**src/rtl/div_seq.sv**
```systemverilog
// ---------------------------------------------------------------------------
// div_seq
//
// Multi-cycle restoring divider for the DIV/DIVU path of the execute stage.
// EX holds start_i high while it stalls the pipeline. The block runs one
// restoring-division step per cycle and returns {remainder, quotient} for
// the HI/LO write-back path.
//
// Ports
//   clk           core clock, all state updates on the rising edge
//   rst           asynchronous, active-low reset
//   signed_div_i  1 = DIV (two's complement), 0 = DIVU; sampled in FREE
//   opdata1_i     dividend; sampled in FREE
//   opdata2_i     divisor; sampled in FREE
//   start_i       request level, held high until ready_o has been consumed
//   annul_i       cancel request (flush/exception), wins over start_i
//   result_o      {remainder, quotient}; upper half to HI, lower half to LO
//   ready_o       result valid, high for the whole END state
//   busy_o        registered, high while dividing or handling divide-by-zero
// ---------------------------------------------------------------------------
module div_seq #(
   parameter int WIDTH = 32
) (
   input  logic               clk,
   input  logic               rst,
   input  logic               signed_div_i,
   input  logic [WIDTH-1:0]   opdata1_i,
   input  logic [WIDTH-1:0]   opdata2_i,
   input  logic               start_i,
   input  logic               annul_i,
   output logic [2*WIDTH-1:0] result_o,
   output logic               ready_o,
   output logic               busy_o
);

   // Counter must hold the value WIDTH itself (32 needs 6 bits).
   localparam int CW = $clog2(WIDTH) + 1;

   typedef enum logic [1:0] {
      ST_FREE,
      ST_BYZERO,
      ST_ON,
      ST_END
   } state_t;

   state_t           state;
   logic [CW-1:0]    cnt;
   logic [WIDTH-1:0] rem;
   logic [WIDTH-1:0] quo;
   logic [WIDTH-1:0] dvs;
   logic             qneg;
   logic             rneg;

   logic [WIDTH-1:0] op1_abs;
   logic [WIDTH-1:0] op2_abs;
   logic [WIDTH:0]   trial;
   logic [WIDTH-1:0] quo_final;
   logic [WIDTH-1:0] rem_final;

   // Magnitudes are only taken for signed operations with a negative operand.
   assign op1_abs = (signed_div_i && opdata1_i[WIDTH-1]) ? -opdata1_i : opdata1_i;
   assign op2_abs = (signed_div_i && opdata2_i[WIDTH-1]) ? -opdata2_i : opdata2_i;

   // Trial subtraction of the shifted partial remainder. Its top bit is the
   // borrow: when clear, the subtraction fits and a quotient 1 is produced.
   // The partial remainder is always smaller than the divisor, so the stored
   // remainder never needs that extra bit; only the trial result carries it.
   assign trial = {rem, quo[WIDTH-1]} - {1'b0, dvs};

   // Sign fix-up of the unsigned magnitudes, two's complement mod 2^WIDTH.
   // This makes 0x80000000 / 0xFFFFFFFF wrap to 0x80000000 without a trap.
   assign quo_final = qneg ? -quo : quo;
   assign rem_final = rneg ? -rem : rem;

   // Sequencer: FREE samples the request, ON does one restoring step per
   // cycle, BYZERO short-circuits a zero divisor, END holds the result until
   // EX drops start_i. busy/ready are registered alongside the state so they
   // change on the same edge as the state they describe.
   always_ff @(posedge clk or negedge rst) begin
      if (!rst) begin
         state    <= ST_FREE;
         cnt      <= '0;
         rem      <= '0;
         quo      <= '0;
         dvs      <= '0;
         qneg     <= 1'b0;
         rneg     <= 1'b0;
         result_o <= '0;
         ready_o  <= 1'b0;
         busy_o   <= 1'b0;
      end else begin
         case (state)
            ST_FREE: begin
               if (annul_i) begin
                  state  <= ST_FREE;
                  busy_o <= 1'b0;
               end else if (start_i && (opdata2_i == '0)) begin
                  state  <= ST_BYZERO;
                  busy_o <= 1'b1;
               end else if (start_i) begin
                  state  <= ST_ON;
                  busy_o <= 1'b1;
                  cnt    <= '0;
                  rem    <= '0;
                  quo    <= op1_abs;
                  dvs    <= op2_abs;
                  qneg   <= signed_div_i & (opdata1_i[WIDTH-1] ^ opdata2_i[WIDTH-1]);
                  rneg   <= signed_div_i & opdata1_i[WIDTH-1];
               end
            end

            ST_BYZERO: begin
               busy_o <= 1'b0;
               if (annul_i) begin
                  state <= ST_FREE;
               end else begin
                  state    <= ST_END;
                  result_o <= '0;
                  ready_o  <= 1'b1;
               end
            end

            ST_ON: begin
               if (annul_i) begin
                  // Cancelled work leaves the previous result visible.
                  state  <= ST_FREE;
                  busy_o <= 1'b0;
               end else if (cnt != CW'(WIDTH)) begin
                  if (!trial[WIDTH]) begin
                     rem <= trial[WIDTH-1:0];
                     quo <= {quo[WIDTH-2:0], 1'b1};
                  end else begin
                     rem <= {rem[WIDTH-2:0], quo[WIDTH-1]};
                     quo <= {quo[WIDTH-2:0], 1'b0};
                  end
                  cnt <= cnt + 1'b1;
               end else begin
                  state    <= ST_END;
                  busy_o   <= 1'b0;
                  ready_o  <= 1'b1;
                  result_o <= {rem_final, quo_final};
               end
            end

            ST_END: begin
               // A flush here is treated the same as EX releasing the request.
               if (!start_i || annul_i) begin
                  state   <= ST_FREE;
                  ready_o <= 1'b0;
               end
            end

            default: begin
               state   <= ST_FREE;
               busy_o  <= 1'b0;
               ready_o <= 1'b0;
            end
         endcase
      end
   end

endmodule

```
**config.mk**
```make
export PLATFORM = sky130hd
export DESIGN_NAME = div_seq
export DESIGN_NICKNAME = d
export VERILOG_FILES = /design/src/rtl/div_seq.sv
export SDC_FILE = /design/constraint.sdc
export NUM_CORES = 1
export LEC_CHECK = 0
export CORE_MARGIN = 3
export CORE_UTILIZATION = 52
export DETAILED_ROUTE_END_ITERATION = 10
export GPL_TIMING_DRIVEN = 0
export PLACE_DENSITY = 0.77
export SYNTH_ARGS = -nofsm -noshare
export SYNTH_HDL_FRONTEND = slang
export SYNTH_SLANG_ARGS = --single-unit
```
**constraint.sdc**
```tcl
create_clock -name clk -period 3.6 [get_ports clk]
set_clock_uncertainty 0.05 [all_clocks]
set_input_delay 0.54 -clock clk [delete_from_list [all_inputs] [get_ports clk]]
set_output_delay 0.54 -clock clk [all_outputs]
set_load 0.05 [all_outputs]
```
==> flow_metrics.tcl <==
set metrics [dict create \
    yosysWarnings 0 \
    nets 1689 \
    cts-root-buf "clkbuf_16" \
    yosysTopAreaCellShare_pct 37.19 \
    worstPathArrival_ns 3.72 \
    cts_hold_buf 0 \
    cp.required_ns 3.85 \
    n_antenna_cell 0 \
    drtPass1Iterations 6 \
    fp-row-count 53 \
    ir_worst_vdd_uv 481.5 \
    grt_pass1_vias 10210 \
    ant_nets 0 \
    crit_slowest_cell "dfrtp_1" \
    clk_pin_slew_worst_paths_ns 0.07 \
    critPathMaxStageDelay_ns 0.49 \
    die-area_um2 24080 \
    drcViolationCount 0 \
    gr-usage-all-layers_pct 27.10 \
    antenna_found_initial 0 \
    period_minus_slack_ns 3.470 \
    cp-end-kind "flip-flop" \
    grt_overflow_total 0 \
    crit_fanout 10 \
    nFillCells 1835 \
    synth.most_common_cell "nand2_1" \
    stdcell_area_um2 14030 \
    clk_latency_ns 0.43 \
    cpMostUsedCell "o211ai_1" \
    pre_cts_ws_ns -0.7031 \
    dp.cells 1828 \
    grt_max_degree 93 \
    crit_chain "ha_1, a211oi_1, o211ai_1, a21boi_1, o311ai_1, o211ai_1, o21ai_2, o41a_1, buf_4, and2_4, buf_2, a311o_1" \
    num_io_pins 135 \
    drt-wirelength-per-cell_um 17.71 \
    setup_tns_ns 0 \
    cts-buffers-inserted 17 \
    outcome "completed" \
    htree_levels 4 \
    final_max_slew_viol_count 0 \
    crit_path_start_kind "flip-flop" \
    cts_tree "done" \
    coreArea_um2 21420 \
    wl_met2_um 14500 \
    die_h_um 155.2 \
    fin_ws_ns 0.1303 \
    min_path_type "in -> async" \
    synth_edf_count 0 \
    vias 11050 \
    power.density_nw_per_um2 912.1 \
    final-hold-violation-count 0 \
    cts_sinks 172 \
    setup_viol 0 \
    syn-num-nets 1530 \
    cts.path.max_buffers 2 \
    async_reset_ff_share_pct 100.0 \
    fin_util_pct 65.49 \
    wl_met1_um 15220 \
    p_leak_nw 6.025 \
    drt_iter0_markers 885 \
    synth_area_um2 11570 \
    max_freq_mhz 288.2 \
    relSlewSlack_pct 35.40 \
    ys_seq_area_share_pct 37.19 \
    synth_common_cells "237 x nand2_1, 172 x dfrtp_1, 163 x o21ai_0, 116 x a21oi_1, 96 x nor2_1" \
    synth_top_area_cell "dfrtp_1" \
    place_hpwl_um 25870 \
    synth_area_leaders "dfrtp_1 37%, nand2_1 7.7%, xor2_1 7.2%" \
    routabilityCongestion 0.9761 \
    finalNonFillerCells 1864 \
    finalWirelength_um 33010 \
    postSynthAreaPerCell_um2 8.162 \
    ys_ff_latch 172 \
    start_util_pct 54.03 \
    routed.top_layer "met4" \
    tightest_slew_ns 0.9565 \
    synth_ff_type "dfrtp_1" \
    max-cap-violations 0 \
    place_area_um2 13290 \
    vias_per_cell 5.926 \
    fp.dieW_um 155.2 \
    synth_cell_types 64 \
    met3_wirelength_um 2883 \
    final_layout_size_suffix_gt1_share_pct 5.538 \
    startpoint "rem[8]" \
    final.period_utilization_pct 96.38 \
    syn-instance-count 1418 \
    grt_pass1_wl_um 53100 \
    port_buffers 134 \
    area_growth_pct 21.20 \
    reg2reg_from "rem[8]" \
    worstSetupPathType "reg -> reg" \
]
## cell type report
type | count | area, um^2 | area share (%)
Multi-Input combinational cell | 1109 | 6784 | 48.36
Sequential cell | 172 | 4304 | 30.68
Timing Repair Buffer | 141 | 1419 | 10.12
Clock buffer | 19 | 452.9 | 3.229
Tap cell | 275 | 344.1 | 2.453
Buffer | 78 | 330.3 | 2.355
Inverter | 58 | 217.7 | 1.552
Clock inverter | 12 | 175.2 | 1.249
## what timing repair did
| action | 4_1_cts | 5_1_grt |
|---|---|---|
| endpoints found under the setup margin | 36 | 97 |
| gates resized for setup | 11 | 15 |
| setup buffers | 3 | 3 |
| pin swaps | 2 | 5 |
## registers in the layout, indices dropped and copies added, names as in the netlist
| name | count |
|---|---|
| result_o | 64 |
| dvs | 32 |
| quo | 32 |
| rem | 32 |
| cnt | 6 |
| state | 2 |
| busy_o | 1 |
| qneg | 1 |
| ready_o | 1 |
| rneg | 1 |
## final timing paths
kind / cells past startpoint / slack, ns / end
hold / removal: 1 / 0.03 / result_o[12]
hold reg to reg: 2 / 0.43 / result_o[11]
min in group clk: 2 / 0.43 / result_o[11]
max in group asynchronous: 2 / 2.61 / dvs[23]
setup reg to reg: 12 / 0.13 / rem[3]
setup / recovery: 12 / 0.13 / rem[3]
## critical path, delay by kind of cell, from the launching register on
kind            cells  cell delay (ns)
simple gates        1             0.14
buf+inv             2             0.35
flops               1             0.49
fa+ha+maj           1             0.41
compound gates      8             1.90
## power breakdown
group | switching [W] | internal, W | leakage [nW]
registers | 0.000847 | 0.00266 | 2.25
logic | 0.00470 | 0.00259 | 3.47
clock network | 0.000840 | 0.00115 | 0.306
## per-layer routing
metal | up-vias | global-route usage (%)
met5 | - | 0
met4 | 0 | 5.961
met3 | 34 | 4.673
met2 | 438 | 42.12
met1 | 5234 | 40.03
li1 | 5340 | -
## kinds of logic after synthesis
family | synth area share, %
XOR/XNOR | 10.75
flip-flops | 37.19
AO/OA/AOI/OAI | 22.56
buffers and inverters | 4.659
AND/OR/NAND/NOR | 19.59
multiplexers | 0.5405
adder cells (fa/ha/maj) | 4.713
## cells in the final DEF (no fill, tap or decap), types with 9 or more instances in the layout
cell type,count
nor2_1,96
nor3_1,21
or4_1,13
inv_1,58
buf_2,16
o211ai_1,19
clkbuf_16,17
nor2b_1,13
o21ai_0,162
clkbuf_1,51
nand2b_1,9
nand3_1,18
clkdlybuf4s50_1,133
a221o_1,14
nand2_1,237
nor4_1,9
or3_1,15
nand4_1,17
xnor2_1,47
xor2_1,95
dfrtp_1,172
o31ai_1,39
a21o_1,13
o41ai_1,14
ha_1,42
a21oi_1,115
## stage by stage
stage,total power [W],hold slack [ns]
2_1_floorplan,0.008409,0.1944
3_3_place_gp,0.01045,0.4116
3_5_place_dp,0.01061,0.4190
4_1_cts,0.01265,0.05137
5_1_grt,0.01371,0.06163
6_report,0.01279,0.02509
No activity file was read; power rests on OpenSTA's default activity.
